### src/rtl/regfile_dump_pkg.sv
// Shared types and constants for the register-file dump sequencer.
package regfile_dump_pkg;

  localparam int WIDTH    = 32;
  localparam int REGNUM_W = 5;

  typedef enum logic [1:0] {
    IDLE  = 2'd0,
    LOAD  = 2'd1,
    SEND  = 2'd2,
    CKSUM = 2'd3
  } state_e;

  // Register numbers wrap 31 -> 0.
  function automatic logic [REGNUM_W-1:0] next_reg(input logic [REGNUM_W-1:0] n);
    return n + 1'b1;
  endfunction

endpackage

### src/rtl/regfile_dumper.sv
// Walks a wrapping range of register numbers through one register-file read port and
// streams the values over valid/ready. REGFILE_DUMP_CHECKSUM_EN appends an XOR checksum word.
module regfile_dumper
  import regfile_dump_pkg::*;
#(
  parameter int WIDTH    = regfile_dump_pkg::WIDTH,
  parameter int REGNUM_W = regfile_dump_pkg::REGNUM_W
) (
  input  logic                clk,
  input  logic                reset,
  input  logic                start,
  input  logic [REGNUM_W-1:0] first_reg,
  input  logic [REGNUM_W-1:0] last_reg,
  output logic [REGNUM_W-1:0] rd_regnum,
  input  logic [WIDTH-1:0]    rd_data,
  output logic                out_valid,
  input  logic                out_ready,
  output logic [WIDTH-1:0]    out_data,
  output logic [REGNUM_W-1:0] out_regnum,
  output logic                out_last,
  output logic                busy,
  output logic                done
);

  state_e              state_q, state_d;
  logic [REGNUM_W-1:0] ptr_q, ptr_d;
  logic [REGNUM_W-1:0] last_q, last_d;
  logic [REGNUM_W-1:0] out_regnum_q, out_regnum_d;
  logic [WIDTH-1:0]    out_data_q, out_data_d;
  logic                out_last_q, out_last_d;
  logic                done_q, done_d;
  logic [REGNUM_W-1:0] ptr_nxt;
`ifdef REGFILE_DUMP_CHECKSUM_EN
  logic [WIDTH-1:0]    acc_q, acc_d;
`endif

  assign ptr_nxt = next_reg(ptr_q);

  always_comb begin
    state_d      = state_q;
    ptr_d        = ptr_q;
    last_d       = last_q;
    out_data_d   = out_data_q;
    out_regnum_d = out_regnum_q;
    out_last_d   = out_last_q;
    done_d       = 1'b0;
    rd_regnum    = ptr_q;
    out_valid    = 1'b0;
`ifdef REGFILE_DUMP_CHECKSUM_EN
    acc_d        = acc_q;
`endif
    case (state_q)
      IDLE: begin
        if (start) begin
          ptr_d   = first_reg;
          last_d  = last_reg;
          state_d = LOAD;
`ifdef REGFILE_DUMP_CHECKSUM_EN
          acc_d   = '0;
`endif
        end
      end
      LOAD: begin
        out_data_d   = rd_data;
        out_regnum_d = ptr_q;
`ifdef REGFILE_DUMP_CHECKSUM_EN
        out_last_d   = 1'b0;
`else
        out_last_d   = (ptr_q == last_q);
`endif
        state_d      = SEND;
      end
      SEND: begin
        out_valid = 1'b1;
        // Address the next register now so its value is ready at the handshake edge.
        rd_regnum = ptr_nxt;
        if (out_ready) begin
`ifdef REGFILE_DUMP_CHECKSUM_EN
          acc_d = acc_q ^ out_data_q;
`endif
          if (ptr_q != last_q) begin
            out_data_d   = rd_data;
            out_regnum_d = ptr_nxt;
            ptr_d        = ptr_nxt;
`ifdef REGFILE_DUMP_CHECKSUM_EN
            out_last_d   = 1'b0;
`else
            out_last_d   = (ptr_nxt == last_q);
`endif
          end else begin
`ifdef REGFILE_DUMP_CHECKSUM_EN
            state_d      = CKSUM;
            out_data_d   = acc_q ^ out_data_q;
            out_regnum_d = last_q;
            out_last_d   = 1'b1;
`else
            state_d      = IDLE;
            done_d       = 1'b1;
`endif
          end
        end
      end
      CKSUM: begin
`ifdef REGFILE_DUMP_CHECKSUM_EN
        out_valid = 1'b1;
        if (out_ready) begin
          state_d = IDLE;
          done_d  = 1'b1;
        end
`else
        state_d = IDLE;
`endif
      end
      default: state_d = IDLE;
    endcase
  end

  always_ff @(posedge clk) begin
    if (reset) begin
      state_q      <= IDLE;
      ptr_q        <= '0;
      last_q       <= '0;
      out_data_q   <= '0;
      out_regnum_q <= '0;
      out_last_q   <= 1'b0;
      done_q       <= 1'b0;
`ifdef REGFILE_DUMP_CHECKSUM_EN
      acc_q        <= '0;
`endif
    end else begin
      state_q      <= state_d;
      ptr_q        <= ptr_d;
      last_q       <= last_d;
      out_data_q   <= out_data_d;
      out_regnum_q <= out_regnum_d;
      out_last_q   <= out_last_d;
      done_q       <= done_d;
`ifdef REGFILE_DUMP_CHECKSUM_EN
      acc_q        <= acc_d;
`endif
    end
  end

  assign out_data   = out_data_q;
  assign out_regnum = out_regnum_q;
  assign out_last   = out_last_q;
  assign busy       = (state_q != IDLE);
  assign done       = done_q;

endmodule

### config.mk
export PLATFORM = sky130hd
export DESIGN_NAME = regfile_dumper
export DESIGN_NICKNAME = d
export VERILOG_FILES = /design/src/rtl/regfile_dump_pkg.sv /design/src/rtl/regfile_dumper.sv
export SDC_FILE = /design/constraint.sdc
export NUM_CORES = 1
export LEC_CHECK = 0
export BUFFER_PORTS_ARGS = -buffer_cell sky130_fd_sc_hd__buf_2
export CORE_MARGIN = 1.5
export CORE_UTILIZATION = 35
export DETAILED_ROUTE_END_ITERATION = 8
export PLACE_DENSITY = 0.73
export SYNTH_ARGS = -nofsm -noshare
export SYNTH_HDL_FRONTEND = slang
export SYNTH_SLANG_ARGS = --single-unit
### constraint.sdc
create_clock -name clk -period 2.11 [get_ports clk]
set_input_delay 0 -clock clk [delete_from_list [all_inputs] [get_ports clk]]
set_output_delay 0 -clock clk [all_outputs]
set_load 0.02 [all_outputs]
==> After elaboration in Yosys (flattened, before gate mapping) <==
Index checks and enable logic that the tools add are counted.
{ "totals": {"reg_bits": 51, "input_bits": 46, "output_inout_bits": 46, "wordCells": 47} }
{ "classes": {"add_sub_neg": 1, "eq_ne": 10, "muxes": 18, "bitwise": 2, "n_reduce_logical": 9} }
{ "op_table": {"columns": ["cell", "n"], "rows": [
  ["$mux 32", 2],
  ["$pmux 32 s2", 1],
  ["$mux 5", 4],
  ["$pmux 5 s2", 2],
  ["$eq 5x5->1", 2],
  ["$ne 2x2->1 const B", 4],
  ["$pmux 2 s4", 1],
  ["$mux 2", 3],
  ["$reduce_and 3->1", 2],
  ["$reduce_bool 2->1", 3],
  ["$add 5x1->5 const B", 1],
  ["$ne 5x5->1", 1],
  ["$eq 2x2->1 const B", 2],
  ["$mux 1", 4],
  ["$reduce_and 4->1", 1],
  ["$reduce_or 3->1", 1],
  ["$eq 2x1->1 const B", 1],
  ["$logic_not 2->1", 1],
  ["$not 1->1", 2],
  ["$pmux 1 s2", 1],
  ["$reduce_and 2->1", 1]
]} }

==> Longest topological paths before layout <==
Gate-level depths: netlist (run 1).
{ "depth": {"word_depth": 5, "depth_mapped": 9, "mapped_depth_nobuf": 6} }

==> Worst setup path after synthesis (run 1) <==
Ideal clock, no wire load.
{ "synth_path": {"path_kind": "register -> register", "startpoint": "reg ptr_q[0]", "endpoint": "reg out_last_q (netlist: out_last)", "setup_ns": 0.096, "t_arrival_ns": 1.613, "t_required_ns": 2.014, "slack_ns": 0.402, "stages_incl_launch_ff": 7, "n_path_buf": 0, "synth_period_minus_slack_ns": 1.708, "path_cell_list": "dfxtp_1 -> ha_1 -> xor2_1 -> nor3_1 -> a21oi_1 -> a2111o_1 -> o41ai_2"} }
{ "synth_between": {"elab_chain_len": 5, "elab_cells_between_ends": 9, "classes_between": "1 x add/sub; 4 x eq/ne; 3 x mux; 1 x reduce/logical"} }
{ "synth_rtl": {"columns": ["element", "line", "text"], "rows": [
  ["start: declaration", "regfile_dumper.sv:26", "logic [REGNUM_W-1:0] ptr_q, ptr_d;"],
  ["start signal: assignment", "regfile_dumper.sv:132", "ptr_q <= ptr_d;"],
  ["$add 5x1->5", "regfile_dump_pkg.sv:16", "return n + 1'b1;"],
  ["$eq 5x5->1", "regfile_dumper.sv:88", "out_last_d = (ptr_nxt == last_q);"],
  ["$mux 1", "regfile_dumper.sv:81", "if (ptr_q != last_q) begin"],
  ["$mux 1", "regfile_dumper.sv:77", "if (out_ready) begin"],
  ["$pmux 1 s2", "regfile_dumper.sv:52", "case (state_q)"],
  ["end signal: assignment", "regfile_dumper.sv:136", "out_last_q <= out_last_d;"],
  ["end: declaration", "regfile_dumper.sv:30", "logic out_last_q, out_last_d;"]
]} }
Several ways; a longest one is shown, not always the timed one. The select of a mux whose other input is x is not followed.
A chain may end at the register's enable or synchronous reset.

==> Worst setup path after layout (run 1) <==
Ends and elaborated chain as after synthesis.

==> tab_implementation.tex, run 1 <==
\begin{tabular}{lr}
\hline
Metric & Value \\
\hline
\multicolumn{2}{l}{\textbf{Critical path}} \\
Worst path buffer plus inverter count & 0 \\
Arrival time of the worst setup path & 2100 ps \\
Element type at the critical path end & flop \\
Kind of start point of the critical path & flop \\
Worst Path Class, Setup & flop to flop \\
Critical path cell sequence & ha\_1 > nand3\_2 > nor2\_2 > xnor2\_1 > a2111o\_1 > o41ai\_2 \\
Critical Path Slowest Stage Cell & sky130\_fd\_sc\_hd\_\_dfxtp\_1 \\
Crit path max fanout & 6 \\
Required time of the worst setup path & 2320 ps \\
Crit-path leading delay family & compound AO/OA/AOI/OAI gates \\
Max incr delay on CP & 460 ps \\
\multicolumn{2}{l}{\textbf{Synthesis}} \\
Dominant synthesized flop cell & sky130\_fd\_sc\_hd\_\_dfxtp\_1 \\
Share of the synthesized area in the top cell type & 0.468 \\
Syn Area/Cell & 8.30 um\^{}2 \\
Number of enable flip-flop cells after synthesis & 0 \\
Post-synth design cell area & 0.00218 mm\^{}2 \\
Post-synth net total & 310 \\
Top cells by instance count after synthesis & sky130\_fd\_sc\_hd\_\_nand2\_1, sky130\_fd\_sc\_hd\_\_dfxtp\_1, sky130\_fd\_sc\_hd\_\_a21oi\_1 \\
Asr flop ratio synth & 0 \\
Count of warnings emitted by yosys & 0 \\
\#FFs+latches synth & 51 \\
Synth area leader & sky130\_fd\_sc\_hd\_\_dfxtp\_1 \\
Top area cells in the synthesized netlist & sky130\_fd\_sc\_hd\_\_dfxtp\_1, sky130\_fd\_sc\_hd\_\_nand2\_1, sky130\_fd\_sc\_hd\_\_a21oi\_1 \\
Dominant cell by count in the synthesized netlist & sky130\_fd\_sc\_hd\_\_nand2\_1 \\
Synth cell types & 35 \\
Number of cells produced by synthesis & 263 \\
Proportion of synthesized chip area in sequential cells & 0.468 \\
\multicolumn{2}{l}{\textbf{Floorplanning}} \\
Starting Density & 0.366 \\
Die extent in y & 82.0 um \\
Horizontal die dimension & 82.0 um \\
Top-level port count & 92 \\
Standard-cell rows & 28 \\
Die area & 0.00672 mm\^{}2 \\
Core area & 0.00596 mm\^{}2 \\
\multicolumn{2}{l}{\textbf{Layout}} \\
Number of nets at the end of the flow & 432 \\
Synthesis-to-finish area growth & 44.3\% \\
Count of non-filler cells in the finished layout & 461 \\
Final cell area excluding filler cells & 0.00315 mm\^{}2 \\
Final core utilization & 0.529 \\
Layout cell share with drive strength beyond 1 & 0.293 \\
N\_diodes & 0 \\
\multicolumn{2}{l}{\textbf{Detailed routing}} \\
Vias/cell & 4.67 \\
Total via count in the routed design & 2153 \\
DRC violations left & 0 \\
Average detailed-routed wire length per instance & 12.9 um \\
Routed WL & 5930 um \\
Drt pass-1 iters & 4 \\
Detailed Route Iter0 Violations & 99 \\
Number of routed nets with antenna violations & 0 \\
\multicolumn{2}{l}{\textbf{Timing}} \\
Final-report hold violation count & 0 \\
Final critical-path share of the clock period & 0.895 \\
Clock period minus worst slack & 1890 ps \\
Final number of setup-violating endpoints & 0 \\
Pin slew with the least headroom to its limit & 966 ps \\
Summed negative setup slack over all endpoints & 0 ps \\
Setup repair after global routing missed its margin & false \\
Final hold slack & 37.1 ps \\
Final setup margin & 223 ps \\
Tightest slew margin relative to the limit & 0.356 \\
Clk\_skew & 8.19 ps \\
Highest clock frequency the design can meet & 530 MHz \\
Number of slew-limit violations in the final report & 0 \\
\multicolumn{2}{l}{\textbf{CTS}} \\
Number of clock buffers inserted by TritonCTS & 5 \\
Maximum root-to-sink buffer count & 2 \\
Clock slew at reported path FFs & 90 ps \\
CTS tree & yes \\
Buffer cell driving the clock tree root & sky130\_fd\_sc\_hd\_\_clkbuf\_8 \\
Clock Latency Late Sink & 300 ps \\
Clock sink count & 51 \\
H-tree level count & 2 \\
\multicolumn{2}{l}{\textbf{Power and ir drop}} \\
Sw frac & 0.325 \\
Max IR drop VDD & 0.353 mV \\
Power per Cell Area & 737 mW/mm\^{}2 \\
Leakage dissipation & 1.40 nW \\
Total power draw & 2.32 mW \\
Net switching power of the design & 0.754 mW \\
Clock power frac & 0.232 \\
Share of power burned in registers & 0.477 \\
Internal power & 1.57 mW \\
Relative contribution of combinational cells to total power & 0.291 \\
\multicolumn{2}{l}{\textbf{Placement}} \\
RePlAce Congestion & 0.867 \\
Post-detailed-placement cell area & 0.00266 mm\^{}2 \\
DP Worst Slack & 240 ps \\
Port buffer count & 91 \\
Post-detail-place hpwl & 3700 um \\
Total placed cells including tap cells & 413 \\
\multicolumn{2}{l}{\textbf{GRT}} \\
Antenna violations before repair & 0 \\
Overall global routing resource usage & 0.175 \\
Total grt overflow & 0 \\
Number of global-route vias before repair & 1914 \\
Maximum number of pins on one net before global-route repair & 53 \\
First-pass GRT wire length & 8930 um \\
\multicolumn{2}{l}{\textbf{Run}} \\
Max-cap violations & 0 \\
\multicolumn{2}{l}{\textbf{Hold path}} \\
Hold Crit Class & input pin to flop \\
\multicolumn{2}{l}{\textbf{Outcome}} \\
Result of the run & finished, final reports clean \\
\hline
\end{tabular}
## area by class of cell
cell class / count / area, um^2
Clock inverter: 2 / 12.5
Inverter: 4 / 15.0
Clock buffer: 6 / 72.6
Multi-Input combinational cell: 190 / 1040
Tap cell: 75 / 93.8
Fill cell: 595 / 2810
Timing Repair Buffer: 133 / 896
Sequential cell: 51 / 1020
## routing by layer
layer,wire length [um],track usage
met1,2620,0.213
met2,2930,0.304
met3,324,0.0400
met4,53,0.0508
met5,0,0
## state kept, by name, summed over array words and instances, names as in the netlist
register,flops
done,1
last_q,5
out_data,32
out_last,1
out_regnum,5
ptr_q,5
state_q,2
## final timing paths
kind | to | slack (ps) | from | depth (start not counted)
hold / removal | ptr_q[1]$_SDFFE_PP0P_ | 40 | first_reg[1] | 3
hold reg to reg | out_data[14]$_SDFFE_PP0P_ | 450 | out_data[14]$_SDFFE_PP0P_ | 2
setup reg to reg | out_last$_SDFFE_PP0P_ | 220 | ptr_q[0]$_SDFFE_PP0P_ | 6
setup / recovery | out_last$_SDFFE_PP0P_ | 220 | ptr_q[0]$_SDFFE_PP0P_ | 6
## kinds of logic after synthesis
family | after synthesis | synth area share
AND/OR/NAND/NOR | 112 | 0.221
AO/OA/AOI/OAI | 61 | 0.181
flip-flops | 51 | 0.468
buffers and inverters | 22 | 0.0568
XOR/XNOR | 11 | 0.0442
multiplexers | 5 | 0.0229
adder cells (fa/ha/maj) | 1 | 0.00573
## power groups by stage
stage / logic (mW) / registers (mW) / clock network, mW
floorplan: 0.380 / 1.19 / 0
global placement: 0.608 / 1.13 / 0
detailed placement: 0.619 / 1.13 / 0
CTS: 0.676 / 1.11 / 0.564
global route: 0.746 / 1.12 / 0.604
finish: 0.676 / 1.11 / 0.538
## worst reg2reg max path: stages (launching register included)
cell	delay [ps]
sky130_fd_sc_hd__dfxtp_1	460
sky130_fd_sc_hd__ha_1	240
sky130_fd_sc_hd__nand3_2	110
sky130_fd_sc_hd__nor2_2	130
sky130_fd_sc_hd__xnor2_1	140
sky130_fd_sc_hd__a2111o_1	460
sky130_fd_sc_hd__o41ai_2	270
## placed cells by master (no fill, tap or decap), types with 3 or more instances in the layout
cell type                       netlist  layout
sky130_fd_sc_hd__a211oi_1             5       5
sky130_fd_sc_hd__a21oi_1             42      42
sky130_fd_sc_hd__buf_2                6      91
sky130_fd_sc_hd__clkbuf_8             0       5
sky130_fd_sc_hd__dfxtp_1             51      50
sky130_fd_sc_hd__dlygate4sd3_1        0      40
sky130_fd_sc_hd__inv_1                4       4
sky130_fd_sc_hd__mux2i_1              5       5
sky130_fd_sc_hd__nand2_1             76      76
sky130_fd_sc_hd__nand2b_1             5       5
sky130_fd_sc_hd__nor2_1              14      14
sky130_fd_sc_hd__nor3_1               5       5
sky130_fd_sc_hd__o21ai_0              3       3
sky130_fd_sc_hd__xnor2_1              8       8
sky130_fd_sc_hd__xor2_1               3       3
## timing repair
item,CTS,global route
hold buffers,40,0
gates resized for setup,0,1
buffers inserted,0,0
endpoints found under the hold margin,40,0
endpoints found under the setup margin,0,1
Note: power is estimated with default switching activity, not from simulation.
==> run 2: changes to the inputs <==
BUFFER_PORTS_ARGS = -buffer_cell sky130_fd_sc_hd__buf_4   (was -buffer_cell sky130_fd_sc_hd__buf_2)
==> run 2 against run 1 <==
Against the previous run:
- die area stayed put
- clock skew down 1.1 ps
- critical path depth up 1
- first-iteration DRC count down 1.0%
- via count is 0.23% higher
- wire length grew 1.6%
- register-to-register slack got worse by 30 ps
- sequential share of layout area decreased by 2.5 points
- design area up 8.2%
- cell count is the same
==> tab_implementation.tex, run 2 (synthesis results as in run 1) <==
\begin{tabular}{lr}
\hline
Metric & Value \\
\hline
\multicolumn{2}{l}{\textbf{Critical path}} \\
Destination of the critical timing path & out\_data[28]\$\_SDFFE\_PP0P\_ \\
Worst Path Class, Setup & flop to flop \\
Max incr delay on CP & 380 ps (-80 ps) \\
Crit path max fanout & 28 (+22) \\
Critical Path Slowest Stage Cell & sky130\_fd\_sc\_hd\_\_dfxtp\_1 \\
Flop2flop setup slack & 200 ps (-30 ps) \\
Critical path cell sequence & nand2b\_2 > inv\_1 > a21boi\_2 > a31o\_1 > buf\_4 > nand2\_1 > a21oi\_1 \\
Required time of the worst setup path & 2330 ps (about the same) \\
Cells on worst reg2reg path & 7 (+1) \\
Reg-to-reg startpoint & state\_q[0]\$\_SDFFE\_PP0P\_ \\
Kind of start point of the critical path & flop \\
Element type at the critical path end & flop \\
Critical register-to-register path endpoint & out\_data[28]\$\_SDFFE\_PP0P\_ \\
Launching instance or port of the critical path & state\_q[0]\$\_SDFFE\_PP0P\_ \\
Arrival time of the worst setup path & 2130 ps (+30 ps) \\
\multicolumn{2}{l}{\textbf{CTS}} \\
Number of gates resized after cts & 0 (unchanged) \\
Clock Latency Late Sink & 290 ps (about the same) \\
Number of clock buffers inserted by TritonCTS & 5 (unchanged) \\
Clock sink count & 51 (unchanged) \\
Clock slew at reported path FFs & 90 ps (about the same) \\
Maximum root-to-sink buffer count & 2 (unchanged) \\
CTS tree & yes \\
H-tree level count & 2 (unchanged) \\
Buffer cell driving the clock tree root & sky130\_fd\_sc\_hd\_\_clkbuf\_8 \\
\multicolumn{2}{l}{\textbf{Layout}} \\
Number of nets at the end of the flow & 432 (unchanged) \\
Most common cell after layout, fill and taps aside & sky130\_fd\_sc\_hd\_\_buf\_4 \\
Number of inserted filler cells in the final layout & 539 (-9.4\%) \\
Layout cell share with drive strength beyond 1 & 0.293 (unchanged) \\
N\_diodes & 0 (unchanged) \\
Highest-count cells in the layout ignoring fill and taps & sky130\_fd\_sc\_hd\_\_buf\_4, sky130\_fd\_sc\_hd\_\_nand2\_1, sky130\_fd\_sc\_hd\_\_dfxtp\_1, sky130\_fd\_sc\_hd\_\_a21oi\_1, sky130\_fd\_sc\_hd\_\_dlygate4sd3\_1 \\
Count of non-filler cells in the finished layout & 461 (unchanged) \\
Combined flip-flop and latch cell area & 0.00102 mm\^{}2 (-0.12\%) \\
Area used by multi-input combinational logic & 0.00104 mm\^{}2 (unchanged) \\
Synthesis-to-finish area growth & 56.2\% \\
Flip-flop count of the largest register after layout & 32 (unchanged) \\
\multicolumn{2}{l}{\textbf{GRT}} \\
Number of global-route vias before repair & 2079 (+8.6\%) \\
Most Crowded Layer GR & met2 \\
First-pass GRT wire length & 9590 um (+7.4\%) \\
Antenna violations before repair & 0 (unchanged) \\
Met3 Resource Use GR & 0.0456 (+0.00556) \\
Maximum number of pins on one net before global-route repair & 53 (unchanged) \\
Global routing met1 resource utilization & 0.238 (+0.0251) \\
Overall global routing resource usage & 0.185 (+0.0102) \\
Met2 GRT Util & 0.305 (+0.000820) \\
Total grt overflow & 0 (unchanged) \\
\multicolumn{2}{l}{\textbf{Placement}} \\
Port buffer count & 91 (unchanged) \\
Post-detail-place hpwl & 3910 um (+5.6\%) \\
DP Worst Slack & 249 ps (+8.20 ps) \\
RePlAce Congestion & 0.824 (-5.0\%) \\
Total placed cells including tap cells & 414 (+0.24\%) \\
\multicolumn{2}{l}{\textbf{Hold path}} \\
Hold Crit Class & input pin to flop \\
\multicolumn{2}{l}{\textbf{Floorplanning}} \\
Standard-cell rows & 28 (unchanged) \\
Horizontal die dimension & 82.0 um (unchanged) \\
Starting Density & 0.366 (unchanged) \\
Top-level port count & 92 (unchanged) \\
Die extent in y & 82.0 um (unchanged) \\
Core area & 0.00596 mm\^{}2 (unchanged) \\
Die area & 0.00672 mm\^{}2 (unchanged) \\
\multicolumn{2}{l}{\textbf{Timing}} \\
Final hold slack & 23.0 ps (-14.1 ps) \\
Clock period minus worst slack & 1910 ps (+27.3 ps) \\
Final-report hold violation count & 0 (unchanged) \\
Setup repair after global routing missed its margin & false \\
Final number of setup-violating endpoints & 0 (unchanged) \\
Tightest slew margin relative to the limit & 0.633 (+0.277) \\
Final critical-path share of the clock period & 0.907 (+0.0129) \\
Pin slew with the least headroom to its limit & 551 ps (-415 ps) \\
Highest clock frequency the design can meet & 522 MHz (-1.4\%) \\
Summed negative setup slack over all endpoints & 0 ps (unchanged) \\
Final setup margin & 195 ps (-27.3 ps) \\
Number of slew-limit violations in the final report & 0 (unchanged) \\
Clk\_skew & 7.05 ps (-1.14 ps) \\
\multicolumn{2}{l}{\textbf{Run}} \\
Max-cap violations & 0 (unchanged) \\
\multicolumn{2}{l}{\textbf{Detailed routing}} \\
Average detailed-routed wire length per instance & 13.1 um (+1.6\%) \\
Routed WL & 6020 um (+1.6\%) \\
Total via count in the routed design & 2158 (+0.23\%) \\
Number of routed nets with antenna violations & 0 (unchanged) \\
Detailed Route Iter0 Violations & 98 (-1.0\%) \\
Vias/cell & 4.68 (+0.23\%) \\
DRC violations left & 0 (unchanged) \\
Drt pass-1 iters & 4 (unchanged) \\
\multicolumn{2}{l}{\textbf{Power and ir drop}} \\
Power per Cell Area & 772 mW/mm\^{}2 (+4.7\%) \\
Max IR drop VDD & 0.484 mV (+37\%) \\
Leakage dissipation & 1.46 nW (+4.1\%) \\
Total power draw & 2.63 mW (+13\%) \\
\multicolumn{2}{l}{\textbf{Outcome}} \\
Result of the run & finished, final reports clean \\
\hline
\end{tabular}
## run 2: cell count changes in the layout (fill, tap and decap cells not counted), sizes merged
cell,previous run,this run
clkinvlp,1,0
bufinv,0,2
buf,93,94
clkinv,1,0
dlygate4sd3,40,39
## run 2: worst min path at each step
stage | startpoint | to | slack (ps) | cells after the start
floorplan | rd_data[0] | out_data[0]$_SDFFE_PP0P_ | 140 | 2
global placement | last_reg[4] | last_q[4]$_SDFFE_PP0P_ | 230 | 3
detailed placement | last_reg[2] | last_q[2]$_SDFFE_PP0P_ | 240 | 3
CTS | first_reg[0] | ptr_q[0]$_SDFFE_PP0P_ | 9 | 3
global route | first_reg[0] | ptr_q[0]$_SDFFE_PP0P_ | 40 | 3
finish | first_reg[0] | ptr_q[0]$_SDFFE_PP0P_ | 20 | 3
## run 2: final cells by class
type / count / area share
Timing Repair Buffer: 133 / 0.325
Inverter: 4 / 0.00441
Sequential cell: 51 / 0.300
Tap cell: 75 / 0.0275
Clock inverter: 2 / 0.0176
Clock buffer: 6 / 0.0213
Multi-Input combinational cell: 190 / 0.304
## run 2: repair_timing
item / 4_1_cts / 5_1_grt
buffers inserted: 0 / 0
endpoints found under the hold margin: 39 / 0
hold buffers: 39 / 0
## run 2: per-stage QoR
stage | instance area (um^2) | utilization
after floorplan | 2180 | -
after global placement | 2890 | 0.484
after detailed placement | 2890 | 0.484
after CTS | 3410 | 0.572
after global routing | 3410 | 0.572
final | 3410 | 0.572
## run 2: metal layers
layer  vias to the layer above  wire length [um]
met4                         0                95
li1                       1111                 -
met3                         9               293
met5                         -                 0
met1                       978              2760
met2                        60              2870
## run 2: critical path: cells and delay by family (launching register included)
kind | cells | cell delay (ps)
and+or+nand+nor | 2 | 430
AOI/OAI and AO/OA | 3 | 540
buffers and inverters | 2 | 480
DFF | 1 | 380
## run 2: power breakdown
part / internal [mW] / switching (mW)
clock: 0.474 / 0.306
sequential: 1.05 / 0.0652
combinational: 0.349 / 0.392
total: 1.87 / 0.763
